File: src/rtl/multi_lane_ber_monitor_pkg.sv
// multi_lane_ber_monitor_pkg: lane state encodings, parameter defaults and popcount helper
package multi_lane_ber_monitor_pkg;

    typedef enum logic [2:0] {
        INIT   = 3'b001,
        TEST   = 3'b010,
        HI_BER = 3'b100
    } lane_state_t;

    localparam int DEF_HI_BER_VALUE  = 97;
    localparam int DEF_WINDOW_BLOCKS = 4096;

    function automatic int unsigned popcount(input logic [31:0] v);
        int unsigned n;
        n = 0;
        for (int i = 0; i < 32; i++) n += 32'(v[i]);
        return n;
    endfunction

endpackage

File: src/rtl/multi_lane_ber_monitor_lane.sv
// ber_lane_monitor: per-lane window timer, error counter and hi_ber state machine
module ber_lane_monitor
    import multi_lane_ber_monitor_pkg::*;
#(
    parameter int HI_BER_VALUE  = DEF_HI_BER_VALUE,
    parameter int WINDOW_BLOCKS = DEF_WINDOW_BLOCKS
) (
    input  logic i_clock,
    input  logic i_reset,
    input  logic i_valid,
    input  logic i_valid_sh,
    input  logic i_deskew_done,
    input  logic i_test_mode,
    output logic o_hi_ber
);
    localparam int NB_WIN = $clog2(WINDOW_BLOCKS);
    localparam int NB_ERR = $clog2(HI_BER_VALUE + 1);

    lane_state_t state, state_next;
    logic [NB_WIN-1:0] timer, timer_next;
    logic [NB_ERR-1:0] cnt, cnt_next, cnt_incl;
    logic hi_ber_next, err, win_end, hit;

    always_comb begin
        err         = i_valid & ~i_valid_sh;
        cnt_incl    = (err && cnt != NB_ERR'(HI_BER_VALUE)) ? cnt + 1'b1 : cnt;
        win_end     = timer == NB_WIN'(WINDOW_BLOCKS - 1);
        hit         = cnt_incl == NB_ERR'(HI_BER_VALUE);
        state_next  = state;
        timer_next  = timer;
        cnt_next    = cnt;
        hi_ber_next = o_hi_ber;
        if (!i_deskew_done) begin
            state_next  = INIT;
            timer_next  = '0;
            cnt_next    = '0;
            hi_ber_next = 1'b0;
        end else if (i_test_mode) begin
            // error count is held; the window restarts when test mode ends
            state_next  = TEST;
            timer_next  = '0;
            hi_ber_next = 1'b0;
        end else if (i_valid) begin
            if (state == INIT) begin
                state_next = TEST;
            end else if (win_end) begin
                state_next  = hit ? HI_BER : TEST;
                hi_ber_next = hit;
                timer_next  = '0;
                cnt_next    = '0;
            end else begin
                timer_next = timer + 1'b1;
                cnt_next   = cnt_incl;
                if (hit) begin
                    state_next  = HI_BER;
                    hi_ber_next = 1'b1;
                end
            end
        end
    end

    always_ff @(posedge i_clock) begin
        if (i_reset) begin
            state    <= INIT;
            timer    <= '0;
            cnt      <= '0;
            o_hi_ber <= 1'b0;
        end else begin
            state    <= state_next;
            timer    <= timer_next;
            cnt      <= cnt_next;
            o_hi_ber <= hi_ber_next;
        end
    end

endmodule

File: src/rtl/multi_lane_ber_monitor.sv
// multi_lane_ber_monitor: per-lane hi-BER flags plus aggregate flag and error count.
// Define BER_MONITOR_MGMT_COUNT_EN to build the saturating management error counter.
module multi_lane_ber_monitor
    import multi_lane_ber_monitor_pkg::*;
#(
    parameter int N_LANES       = 20,
    parameter int HI_BER_VALUE  = DEF_HI_BER_VALUE,
    parameter int WINDOW_BLOCKS = DEF_WINDOW_BLOCKS,
    parameter int NB_BER_COUNT  = 22
) (
    input  logic                    i_clock,
    input  logic                    i_reset,
    input  logic [N_LANES-1:0]      i_valid,
    input  logic [N_LANES-1:0]      i_valid_sh,
    input  logic                    i_deskew_done,
    input  logic                    i_test_mode,
    input  logic                    i_ber_count_clr,
    output logic [N_LANES-1:0]      o_lane_hi_ber,
    output logic                    o_hi_ber,
    output logic [NB_BER_COUNT-1:0] o_ber_count
);

    for (genvar k = 0; k < N_LANES; k++) begin : g_lane
        ber_lane_monitor #(
            .HI_BER_VALUE (HI_BER_VALUE),
            .WINDOW_BLOCKS(WINDOW_BLOCKS)
        ) u_lane (
            .i_clock      (i_clock),
            .i_reset      (i_reset),
            .i_valid      (i_valid[k]),
            .i_valid_sh   (i_valid_sh[k]),
            .i_deskew_done(i_deskew_done),
            .i_test_mode  (i_test_mode),
            .o_hi_ber     (o_lane_hi_ber[k])
        );
    end

    assign o_hi_ber = |o_lane_hi_ber;

`ifdef BER_MONITOR_MGMT_COUNT_EN
    localparam int NB_POP = $clog2(N_LANES + 1);
    localparam int NB1    = NB_BER_COUNT + 1;

    logic [31:0]             events;
    logic [NB_POP-1:0]       pop;
    logic [NB1-1:0]          sum;
    logic [NB_BER_COUNT-1:0] count_next;

    always_comb begin
        events                = '0;
        events[N_LANES-1:0]   = i_valid & ~i_valid_sh;
        pop                   = NB_POP'(popcount(events));
        sum                   = {1'b0, o_ber_count} + NB1'(pop);
        // the clear loads this cycle's errors so none are dropped
        count_next            = i_ber_count_clr ? NB_BER_COUNT'(pop)
                              : sum[NB_BER_COUNT] ? '1 : sum[NB_BER_COUNT-1:0];
    end

    always_ff @(posedge i_clock) begin
        o_ber_count <= i_reset ? '0 : count_next;
    end
`else
    logic unused_clr;
    assign unused_clr  = i_ber_count_clr;
    assign o_ber_count = '0;
`endif

endmodule

File: config.mk
export PLATFORM = sky130hd
export DESIGN_NAME = multi_lane_ber_monitor
export DESIGN_NICKNAME = d
export VERILOG_FILES = /design/src/rtl/multi_lane_ber_monitor_pkg.sv /design/src/rtl/multi_lane_ber_monitor_lane.sv /design/src/rtl/multi_lane_ber_monitor.sv
export SDC_FILE = /design/constraint.sdc
export NUM_CORES = 1
export LEC_CHECK = 0
export BUFFER_PORTS_ARGS = -buffer_cell sky130_fd_sc_hd__buf_2
export CAP_MARGIN = 30
export CORE_MARGIN = 5
export CORE_UTILIZATION = 50
export DETAILED_ROUTE_END_ITERATION = 12
export PLACE_DENSITY = 0.67
export SLEW_MARGIN = 20
export SYNTH_ARGS = -nofsm -noshare
export SYNTH_HDL_FRONTEND = slang
export SYNTH_SLANG_ARGS = --single-unit
File: constraint.sdc
create_clock -name i_clock -period 2.89 [get_ports i_clock]
set_input_delay 0.1445 -clock i_clock [delete_from_list [all_inputs] [get_ports i_clock]]
set_output_delay 0.1445 -clock i_clock [all_outputs]
set_load 0.02 [all_outputs]
======== Word level (Yosys, flattened, before mapping) ========
Index checks and enable logic that the tools add are counted.
storage, ports and cells
  bits in registers ....................... 460
  latch bits .............................. 0
  RAM bits ................................ 0
  ROM bits ................................ 0
  input bits .............................. 45
  memories kept ........................... 0
cells by class
  add/subtract/negate cells ............... 40
  multiply operators ...................... 0
  div/mod/pow operators ................... 0
  order comparisons ....................... 0
  equal/unequal tests ..................... 80
  shift-type cells ........................ 0
  multiplexer cells ....................... 220
  bitwise operators ....................... 62
  reduce and logical (&&, ||, !) cells .... 203
operator list
  kind                   number
  $mux 7                 40
  $add 12x1->12 const B  20
  $eq 12x12->1 const B   20
  $mux 12                20
  $mux 3                 80
  $add 7x1->7 const B    20
  $eq 7x7->1 const B     20
  $ne 7x7->1 const B     20
  $reduce_and 2->1       60
  $reduce_and 3->1       40
  $mux 2                 40
  $reduce_bool 2->1      40
  $reduce_bool 4->1      20
  $eq 3x1->1 const B     20
  $reduce_bool 3->1      20
  $not 1->1              42
  $mux 1                 40
  $and 1x1->1            20
  $logic_and 1x1->1      20
  $reduce_or 20->1       1
  $reduce_or 3->1        1
  $reduce_or 2->1        1

======== Depth between registers and ports, before layout ========
Gate-level depths: netlist of the first run.
  depth after elaboration ................. 10
  mapped depth ............................ 8
  mapped depth without buffers ............ 8

======== By module ========
A second synthesis of the first run with hierarchy kept.
second synthesis, totals
  cells, all modules ...................... 3,230
  area, all modules ....................... 27,112.3 sq um
modules (own cells, without submodules)
  module                  instances  cells an instance  area an instance (sq um)  seq. area each (sq um)
  ber_lane_monitor        20         160                1,345.0                   460.4
  multi_lane_ber_monitor  1          30                 211.5                     0.0

======== Worst setup path before layout of the first run ========
OpenSTA, ideal clock, no wires.
  path type ............................... flip-flop to flip-flop
  from .................................... register g_lane[8].u_lane.cnt[0]
  to ...................................... register g_lane[8].u_lane.state[0]
  library setup time ...................... 115 ps
  arrival time ............................ 2,266 ps
  required time ........................... 2,775 ps
  path slack .............................. 508 ps
  cell stages (with the launch flop) ...... 8
  path buffers ............................ 0
  clock period less this slack ............ 2,382 ps
  cells stage by stage .................... dfxtp_1 > ha_1 > or3b_1 > o31a_1 > or4b_1 > a211oi_2 > o31ai_1 > a31o_1
between the ends
  cells in the longest elaborated chain, start to end .. 6
ends and longest elaborated chain
  element                                                              RTL line                           source
  start: declaration                                                   multi_lane_ber_monitor_lane.sv:21  logic [NB_ERR-1:0] cnt, cnt_next, cnt_incl;
  start signal: assignment                                             multi_lane_ber_monitor_lane.sv:71  cnt <= cnt_next;
  parallel branches: the longest is 2 deep, another holds $add 7x1->7  --
  $mux 7 (*)                                                           multi_lane_ber_monitor_lane.sv:26  cnt_incl = (err && cnt != NB_ERR'(HI_BER_VALUE)) ? cnt + 1'b1 : cnt;
  $eq 7x7->1 (*)                                                       multi_lane_ber_monitor_lane.sv:28  hit = cnt_incl == NB_ERR'(HI_BER_VALUE);
  $reduce_bool 4->1 (no source line) (*)                               --
  $reduce_and 2->1 (no source line) (*)                                --
  end signal: assignment                                               multi_lane_ber_monitor_lane.sv:69  state <= state_next;
  end: declaration                                                     multi_lane_ber_monitor_lane.sv:19  lane_state_t state, state_next;
Every way passes the cells marked *.
A chain may end at the register's enable or synchronous reset.

======== Worst setup path after layout of the first run ========
Same ends and word-level chain as after synthesis.

==> results of run 1 <==
## worst min-delay path, delay by kind of cell
kind,cells,cell delay (ns)
buf+inv,1,0.09
simple gates,3,0.28
compound gates,1,0.06
## power groups by stage
stage | clock network [mW] | registers, mW | logic, mW
6_report | 6.43 | 6.42 | 0.625
5_1_grt | 6.86 | 6.42 | 0.692
4_1_cts | 6.63 | 6.41 | 0.624
3_5_place_dp | 0 | 6.55 | 0.599
3_3_place_gp | 0 | 6.55 | 0.586
2_1_floorplan | 0 | 6.55 | 0.435
## placed cells by master, fill, tap and decap left out, types with 66 or more instances in the layout
cell type / instances
sky130_fd_sc_hd__and3_1: 66
sky130_fd_sc_hd__nand3_1: 127
sky130_fd_sc_hd__a21oi_1: 233
sky130_fd_sc_hd__nor3_1: 69
sky130_fd_sc_hd__or3_1: 67
sky130_fd_sc_hd__xor2_1: 136
sky130_fd_sc_hd__nand2_1: 261
sky130_fd_sc_hd__nand4_1: 85
sky130_fd_sc_hd__dfxtp_1: 460
sky130_fd_sc_hd__o21ai_0: 171
sky130_fd_sc_hd__inv_1: 75
sky130_fd_sc_hd__nor2_1: 400
## synthesized netlist by cell type (all sizes together) (10+ instances only)
cell type and count:
a211oi 14, a21boi 10, a21oi 233, a22oi 14
a31o 13, a31oi 21, and2 29, and3 66
and4 33, and4b 11, buf 48, clkbuf 88
dfxtp 460, ha 60, inv 76, mux2i 20
nand2 262, nand2b 36, nand3 127, nand3b 32
nand4 85, nand4b 21, nor2 401, nor2b 49
nor3 69, nor3b 42, nor4 21, o21a 17
o21ai 189, o31a 12, o31ai 28, or3 67
or4 15, xnor2 55, xor2 136
## sequential cells by signal, indices dropped and copies added (netlist names)
register	flops
g_lane.u_lane.timer	240
g_lane.u_lane.o_hi_ber	20
g_lane.u_lane.cnt	140
g_lane.u_lane.state	60
## layout make-up
type / count / area, um^2
multi-input cells: 2335 / 13850
flip-flops and latches: 460 / 9209
diodes: 1 / 2.502
well taps: 615 / 769.5
clock inverters: 20 / 190.2
clock buffers: 73 / 1479
fillers: 4311 / 21000
inverters: 76 / 285.3
repair buffers: 110 / 765.7
## metal layers
metal	up-vias	share of wire, %
li1	10720	-
met1	10160	46
met2	388	48
met3	97	4.2
met4	2	2.2
met5	-	0.024
## kinds of logic after synthesis
family          Yosys count  share of synthesized area, %
compound gates          643                         16.32
xor+xnor                191                         6.996
fa+ha+maj                60                         3.140
buf+inv                 212                         4.008
flops                   460                         38.51
mux                      23                        0.9785
other cells               1                       0.01568
simple gates           1396                         30.04
## worst max-delay path by stage
stage	from	endpoint	cells after the start
2_1_floorplan	g_lane[8].u_lane.cnt[0]	g_lane[8].u_lane.state[0]	7
3_3_place_gp	g_lane[8].u_lane.cnt[0]	g_lane[8].u_lane.state[0]	7
3_5_place_dp	g_lane[8].u_lane.cnt[0]	g_lane[8].u_lane.state[0]	7
4_1_cts	g_lane[8].u_lane.cnt[0]	g_lane[8].u_lane.state[0]	7
5_1_grt	g_lane[8].u_lane.cnt[0]	g_lane[8].u_lane.state[0]	7
6_report	g_lane[8].u_lane.cnt[0]	g_lane[8].u_lane.state[0]	7
==> metrics.log, run 1 <==
INFO  metric path_cells = ha_1, or3b_1, o31a_1, or4b_1, a211oi_2, o31ai_1, a31o_1
INFO  metric hold_viol = 0
INFO  metric gp_routability_congestion = between 0.9 and 1
INFO  metric timing.critical_path.required = 3.37 ns
INFO  metric cellPowerDensity = 507.3 mW/mm^2
INFO  metric outcome = complete, no violations
INFO  metric p_comb_share = 4.6%
INFO  metric number_of_global_route_vias_before_repair = 20230
INFO  metric initial_cell_density_of_the_core = 50.29%
INFO  metric power.switching_fraction = 22.74%
INFO  metric dp_hpwl = roughly 37 mm
INFO  metric synth_flop_cell = sky130_fd_sc_hd__dfxtp_1
INFO  metric timing_max_transition_violations_final = 0
INFO  metric root_buffer = sky130_fd_sc_hd__clkbuf_16
INFO  metric final_critical_path_setup_slack = 0.2515 ns
INFO  metric fp.dieW = 228.7 um
INFO  metric min-delay-start = i_valid_sh[0]
INFO  metric timing.critical_path.arrival = between 3 and 4 ns
INFO  metric critPathLaunchType = flop
INFO  metric cts_buffers = roughly 50
INFO  metric place_area = 0.02468 mm^2
INFO  metric num_rows = 80
INFO  metric cpLargestDelayFamily = compound AO/OA/AOI/OAI gates
INFO  metric instances_no_fill = 3690
INFO  metric rsz0062_at_grt = no
INFO  metric setup_total_negative_slack = 0 ns
INFO  metric route.vias.total = 21360
INFO  metric cts_setup_buffers = 0
INFO  metric final.min_clock_period = 2.639 ns
INFO  metric cellInternalPower = 10.40 mW
INFO  metric grt_util_met2 = between 30% and 40%
INFO  metric grt-busiest-layer = met2
INFO  metric regToRegStartpoint = g_lane[8].u_lane.cnt[0]
INFO  metric post_route_cells_drive_above_1_share = about 7.3%
INFO  metric whs_path_depth = 5
INFO  metric worstRegToRegCells = 7
INFO  metric setup_slack_reg_to_reg = between 0.2 and 0.3 ns
INFO  metric post_synth_edffs = 0
INFO  metric setup.worst_path.class = flop to flop
INFO  metric tritoncts = done
INFO  metric syn_avg_cell_area = about 8 um^2
INFO  metric grtUsageTotal = between 20% and 30%
INFO  metric post-synth-top-area-fraction = 38.51%
INFO  metric grt_start_max_net_pins = 173
INFO  metric detailedRoute.firstPassIterationCount = 5
INFO  metric ctsLongestPathBuffers = 3
INFO  metric fin_worst_skew = 0.01494 ns
INFO  metric cts.reportedPaths.clkPinSlew = 0.06 ns
INFO  metric p_sw = ~3.1 mW
INFO  metric hold_crit_endpoint = g_lane[0].u_lane.cnt[3]
INFO  metric critical_path.n_buffers_inverters = 0
INFO  metric timing.max_slew.rel_slack = 33.98%
INFO  metric post_synth_num_cell_types = 83
INFO  metric cts-resized-gates = 0
INFO  metric fin_util = around 56%
INFO  metric synth_seq_cells = 460
INFO  metric initial_antenna_violation_count = 3
INFO  metric regToRegEndpoint = g_lane[8].u_lane.state[0]
INFO  metric clk_latency = 0.58 ns
INFO  metric nets = 3139
INFO  metric synth_seq_area_share = 38.51%
INFO  metric synth_top_area_cell = sky130_fd_sc_hd__dfxtp_1
INFO  metric grt_remaining_overflow = 0
INFO  metric cts_h_tree_depth = 2
INFO  metric power.sequential.fraction = between 40% and 50%
INFO  metric wire_length_of_the_first_global_routing_pass = 93.27 mm
INFO  metric worst_pin_slew = 0.9880 ns
INFO  metric total_power = between 10 and 15 mW
INFO  metric synthesis.area = 0.02391 mm^2
INFO  metric maxCapViolations = 0
INFO  metric power_leakage = 8.928 nW
INFO  metric synthArstFlopShare = 0%
INFO  metric vdd.ir_drop.worst = 427.1 uV
INFO  metric detail_route.wl_per_cell = roughly 15 um
INFO  metric fp.dieArea = ~0.052 mm^2
INFO  metric worstPathMaxFanout = 8
INFO  metric postSynthCellCount = 2986
INFO  metric critical-path-slowest-cell = sky130_fd_sc_hd__or4b_1
INFO  metric timing.final.setup_violations = 0
INFO  metric clock.fmax = between 300 and 400 MHz
INFO  metric layout.cell_area.non_filler = 0.02655 mm^2
INFO  metric holdCritPathClass = input pin to flop
INFO  metric groute.layer.met3.usage = 3.416%
INFO  metric dpl_worst_slack = 0.3417 ns
INFO  metric route.final.wire_length = 54.82 mm
INFO  metric fin_worst_hold_slack = about 0.043 ns
INFO  metric clock_sinks = 460
INFO  metric post_synth_main_area_contributors = sky130_fd_sc_hd__dfxtp_1 39%, sky130_fd_sc_hd__nor2_1 6.3%, sky130_fd_sc_hd__xor2_1 5.0%
INFO  metric cts_hold_buf = 20
INFO  metric core_area = 0.04755 mm^2
INFO  metric remaining_drc_errors = 0
INFO  metric yosys_warnings = 0
INFO  metric post-route-period-util = 91.30%
INFO  metric endpoint_kind = flop
INFO  metric slowest_delay = 0.52 ns
INFO  metric floorplan.io_pins = 88
INFO  metric first_iter_violations = ~1200
INFO  metric area_growth = 11.03%
INFO  metric dpl.cell_count = 3576
INFO  metric avgViaCountPerCell = 5.790
INFO  metric route.antenna.remaining_nets = 0
INFO  metric port_buffers = 64
INFO  metric grt.met1_usage = approximately a quarter
INFO  metric power.clock.fraction = between 40% and 50%
INFO  metric chipHeight = 228.7 um
No activity file was read; power rests on OpenSTA's default activity.
==> run 2, diff against run 1 <==
- PLACE_DENSITY: 0.67 -> default
- PLACE_DENSITY_LB_ADDON: default -> 0.3
- RECOVER_POWER: default -> 100
==> run 2 against run 1 <==
Compared with the run above: the run now ends with capacitance limit, slew limit left; count of clock-buffer cells in the layout is 9 higher; critical path depth did not move; fmax increased by 1.1%; die area stayed put; sequential power is essentially flat; via count rose by 0.36%; worst setup slack better by 0.029 ns; clock skew is 0.0043 ns lower; critical path type unchanged.
==> metrics.log, run 2 (synthesis results as in run 1) <==
INFO  metric sequential_cell_area = slightly above 0.009 mm^2
INFO  metric vdd.ir_drop.worst = 439.4 uV
INFO  metric root_buffer = sky130_fd_sc_hd__clkbuf_16
INFO  metric layout_top_registers = g_lane.u_lane.timer x240, g_lane.u_lane.cnt x140, g_lane.u_lane.state x60
INFO  metric top_register = g_lane.u_lane.timer
INFO  metric chipHeight = ~230 um
INFO  metric route.final.wire_length = around 55 mm
INFO  metric maxCapViolations = 1
INFO  metric timing_max_transition_violations_final = 45
INFO  metric gp_routability_congestion = approximately 0.89
INFO  metric grt_remaining_overflow = 0
INFO  metric worst_pin_slew = 1.787 ns
INFO  metric port_buffers = 64
INFO  metric setup_slack_reg_to_reg = 0.28 ns
INFO  metric fin_worst_hold_slack = 0.04839 ns
INFO  metric clock.fmax = 383.1 MHz
INFO  metric num_rows = 80
INFO  metric multi_input_area = around 0.014 mm^2
INFO  metric floorplan.io_pins = 88
INFO  metric layout.cell_area.non_filler = 0.02652 mm^2
INFO  metric worstPathMaxFanout = 8
INFO  metric grtUsageTotal = approximately a fifth
INFO  metric tritoncts = done
INFO  metric rsz0062_at_grt = no
INFO  metric endpoint_kind = flop
INFO  metric final_common_cell = sky130_fd_sc_hd__dfxtp_1
INFO  metric grt-busiest-layer = met2
INFO  metric setup.worst_path.class = flop to flop
INFO  metric initial_cell_density_of_the_core = 50.29%
INFO  metric avgViaCountPerCell = 5.813
INFO  metric cts_buffers = 50
INFO  metric remaining_drc_errors = 0
INFO  metric fp.dieArea = 0.05230 mm^2
INFO  metric first_iter_violations = 1516
INFO  metric failed_checks = capacitance limit, slew limit
INFO  metric grt_start_max_net_pins = around 170
INFO  metric timing.max_slew.rel_slack = -19.40%
INFO  metric power_leakage = roughly 8.8 nW
INFO  metric nets = 3137
INFO  metric holdCritPathClass = input pin to flop
INFO  metric number_of_global_route_vias_before_repair = 20380
INFO  metric regToRegEndpoint = g_lane[8].u_lane.state[0]
INFO  metric groute.layer.met3.usage = under 10%
INFO  metric initial_antenna_violation_count = 5
INFO  metric regToRegStartpoint = g_lane[8].u_lane.cnt[0]
INFO  metric whs_path_depth = 5
INFO  metric dpl.cell_count = 3573
INFO  metric route.vias.total = 21440
INFO  metric core_area = 0.04755 mm^2
INFO  metric timing.final.setup_violations = 0
INFO  metric flip_flop_count_of_the_largest_register_after_layout = 240
INFO  metric area_growth = 10.91%
INFO  metric place_area = 0.02465 mm^2
INFO  metric final.min_clock_period = 2.610 ns
INFO  metric post-route-period-util = 90.31%
INFO  metric fin_util = 55.78%
INFO  metric hold_viol = 0
INFO  metric worstRegToRegCells = 7
INFO  metric layout.cells.most_common_list = 460 x sky130_fd_sc_hd__dfxtp_1, 400 x sky130_fd_sc_hd__nor2_1, 262 x sky130_fd_sc_hd__nand2_1
INFO  metric fin_worst_skew = 0.01062 ns
INFO  metric crit_start = g_lane[8].u_lane.cnt[0]
INFO  metric filler_cell_count = 4303
INFO  metric cellPowerDensity = ~520 mW/mm^2
INFO  metric hold_crit_endpoint = g_lane[10].u_lane.o_hi_ber
INFO  metric wire_length_of_the_first_global_routing_pass = 93.78 mm
INFO  metric dp_hpwl = 37.50 mm
INFO  metric clock_sinks = 460
INFO  metric grt_util_met2 = 34.63%
INFO  metric outcome = finished, violations left
INFO  metric clk_latency = roughly 0.59 ns
INFO  metric post_route_cells_drive_above_1_share = 5.859%
INFO  metric instances_no_fill = 3688
INFO  metric cts.reportedPaths.clkPinSlew = 0.06 ns
INFO  metric min-delay-start = i_valid_sh[10]
INFO  metric detailedRoute.firstPassIterationCount = 5
INFO  metric cts-resized-gates = 0
INFO  metric route.antenna.remaining_nets = 0
INFO  metric grt.met1_usage = a little over a quarter
INFO  metric critPathLaunchType = flop
INFO  metric timing.critical_path.required = between 3 and 4 ns
INFO  metric timing.critical_path.arrival = 3.09 ns
INFO  metric fp.dieW = approximately 230 um
INFO  metric ctsLongestPathBuffers = 3
INFO  metric cts_h_tree_depth = 2
INFO  metric setup_total_negative_slack = 0 ns
INFO  metric detail_route.wl_per_cell = 14.98 um
run 2: cell count changes in the layout (fill, tap and decap cells not counted), sizes merged:
cell	previous run	this run
dlygate4sd3	20	21
clkinvlp	3	0
inv	78	76
clkinv	12	6
clkbuf	73	116
buf	90	54
bufinv	3	4
run 2: power by group:
part / leakage (nW) / internal (mW) / switching (mW)
clock: 0.858 / 4.08 / 2.57
sequential: 3.71 / 6.38 / 0.0325
combinational: 4.23 / 0.199 / 0.421
run 2: routing by layer:
| metal | routed length [um] | vias to the layer above |
|---|---|---|
| li1 | - | 10700 |
| met1 | 25280 | 10170 |
| met2 | 25910 | 461 |
| met3 | 2888 | 97 |
| met4 | 1141 | 6 |
| met5 | 33 | - |
run 2: what timing repair did:
| item | 4_1_cts | 5_1_grt |
|---|---|---|
| setup endpoints to repair | 0 | 0 |
| hold endpoints to repair | 48 | 0 |
| hold buffers | 21 | 0 |
| buffers inserted | 0 | 0 |
run 2: worst max path at each step:
| stage | end | slack (ns) | cells past startpoint |
|---|---|---|---|
| after floorplan | g_lane[8].u_lane.state[0] | 0.51 | 7 |
| after global placement | g_lane[8].u_lane.state[0] | 0.37 | 7 |
| after detailed placement | g_lane[8].u_lane.state[0] | 0.35 | 7 |
| after CTS | g_lane[8].u_lane.state[0] | 0.32 | 7 |
| after global routing | g_lane[5].u_lane.state[0] | 0.11 | 8 |
| final | g_lane[8].u_lane.state[0] | 0.28 | 7 |
run 2: final cells by class:
| type | instances | share of cell area (%) |
|---|---|---|
| Multi-Input combinational cell | 2335 | 52.16 |
| Sequential cell | 460 | 34.72 |
| Clock buffer | 82 | 5.978 |
| Tap cell | 615 | 2.901 |
| Timing Repair Buffer | 109 | 2.576 |
| Inverter | 76 | 1.076 |
| Clock inverter | 10 | 0.5803 |
| Antenna cell | 1 | 0.009436 |
run 2: critical path: stages, from the launching register on:
cell and delay, ns:
sky130_fd_sc_hd__dfxtp_1 0.47, sky130_fd_sc_hd__ha_1 0.19, sky130_fd_sc_hd__or3b_1 0.33, sky130_fd_sc_hd__o31a_1 0.32, sky130_fd_sc_hd__or4b_1 0.50, sky130_fd_sc_hd__a211oi_2 0.36
sky130_fd_sc_hd__o31ai_1 0.12, sky130_fd_sc_hd__a31o_1 0.23
run 2: stage by stage:
stage | setup WS, ns | total power, mW
finish | 0.2800 | 13.69
global route | 0.1136 | 14.19
CTS | 0.3194 | 13.83
detailed placement | 0.3452 | 7.148
global placement | 0.3652 | 7.128
floorplan | 0.5083 | 6.981
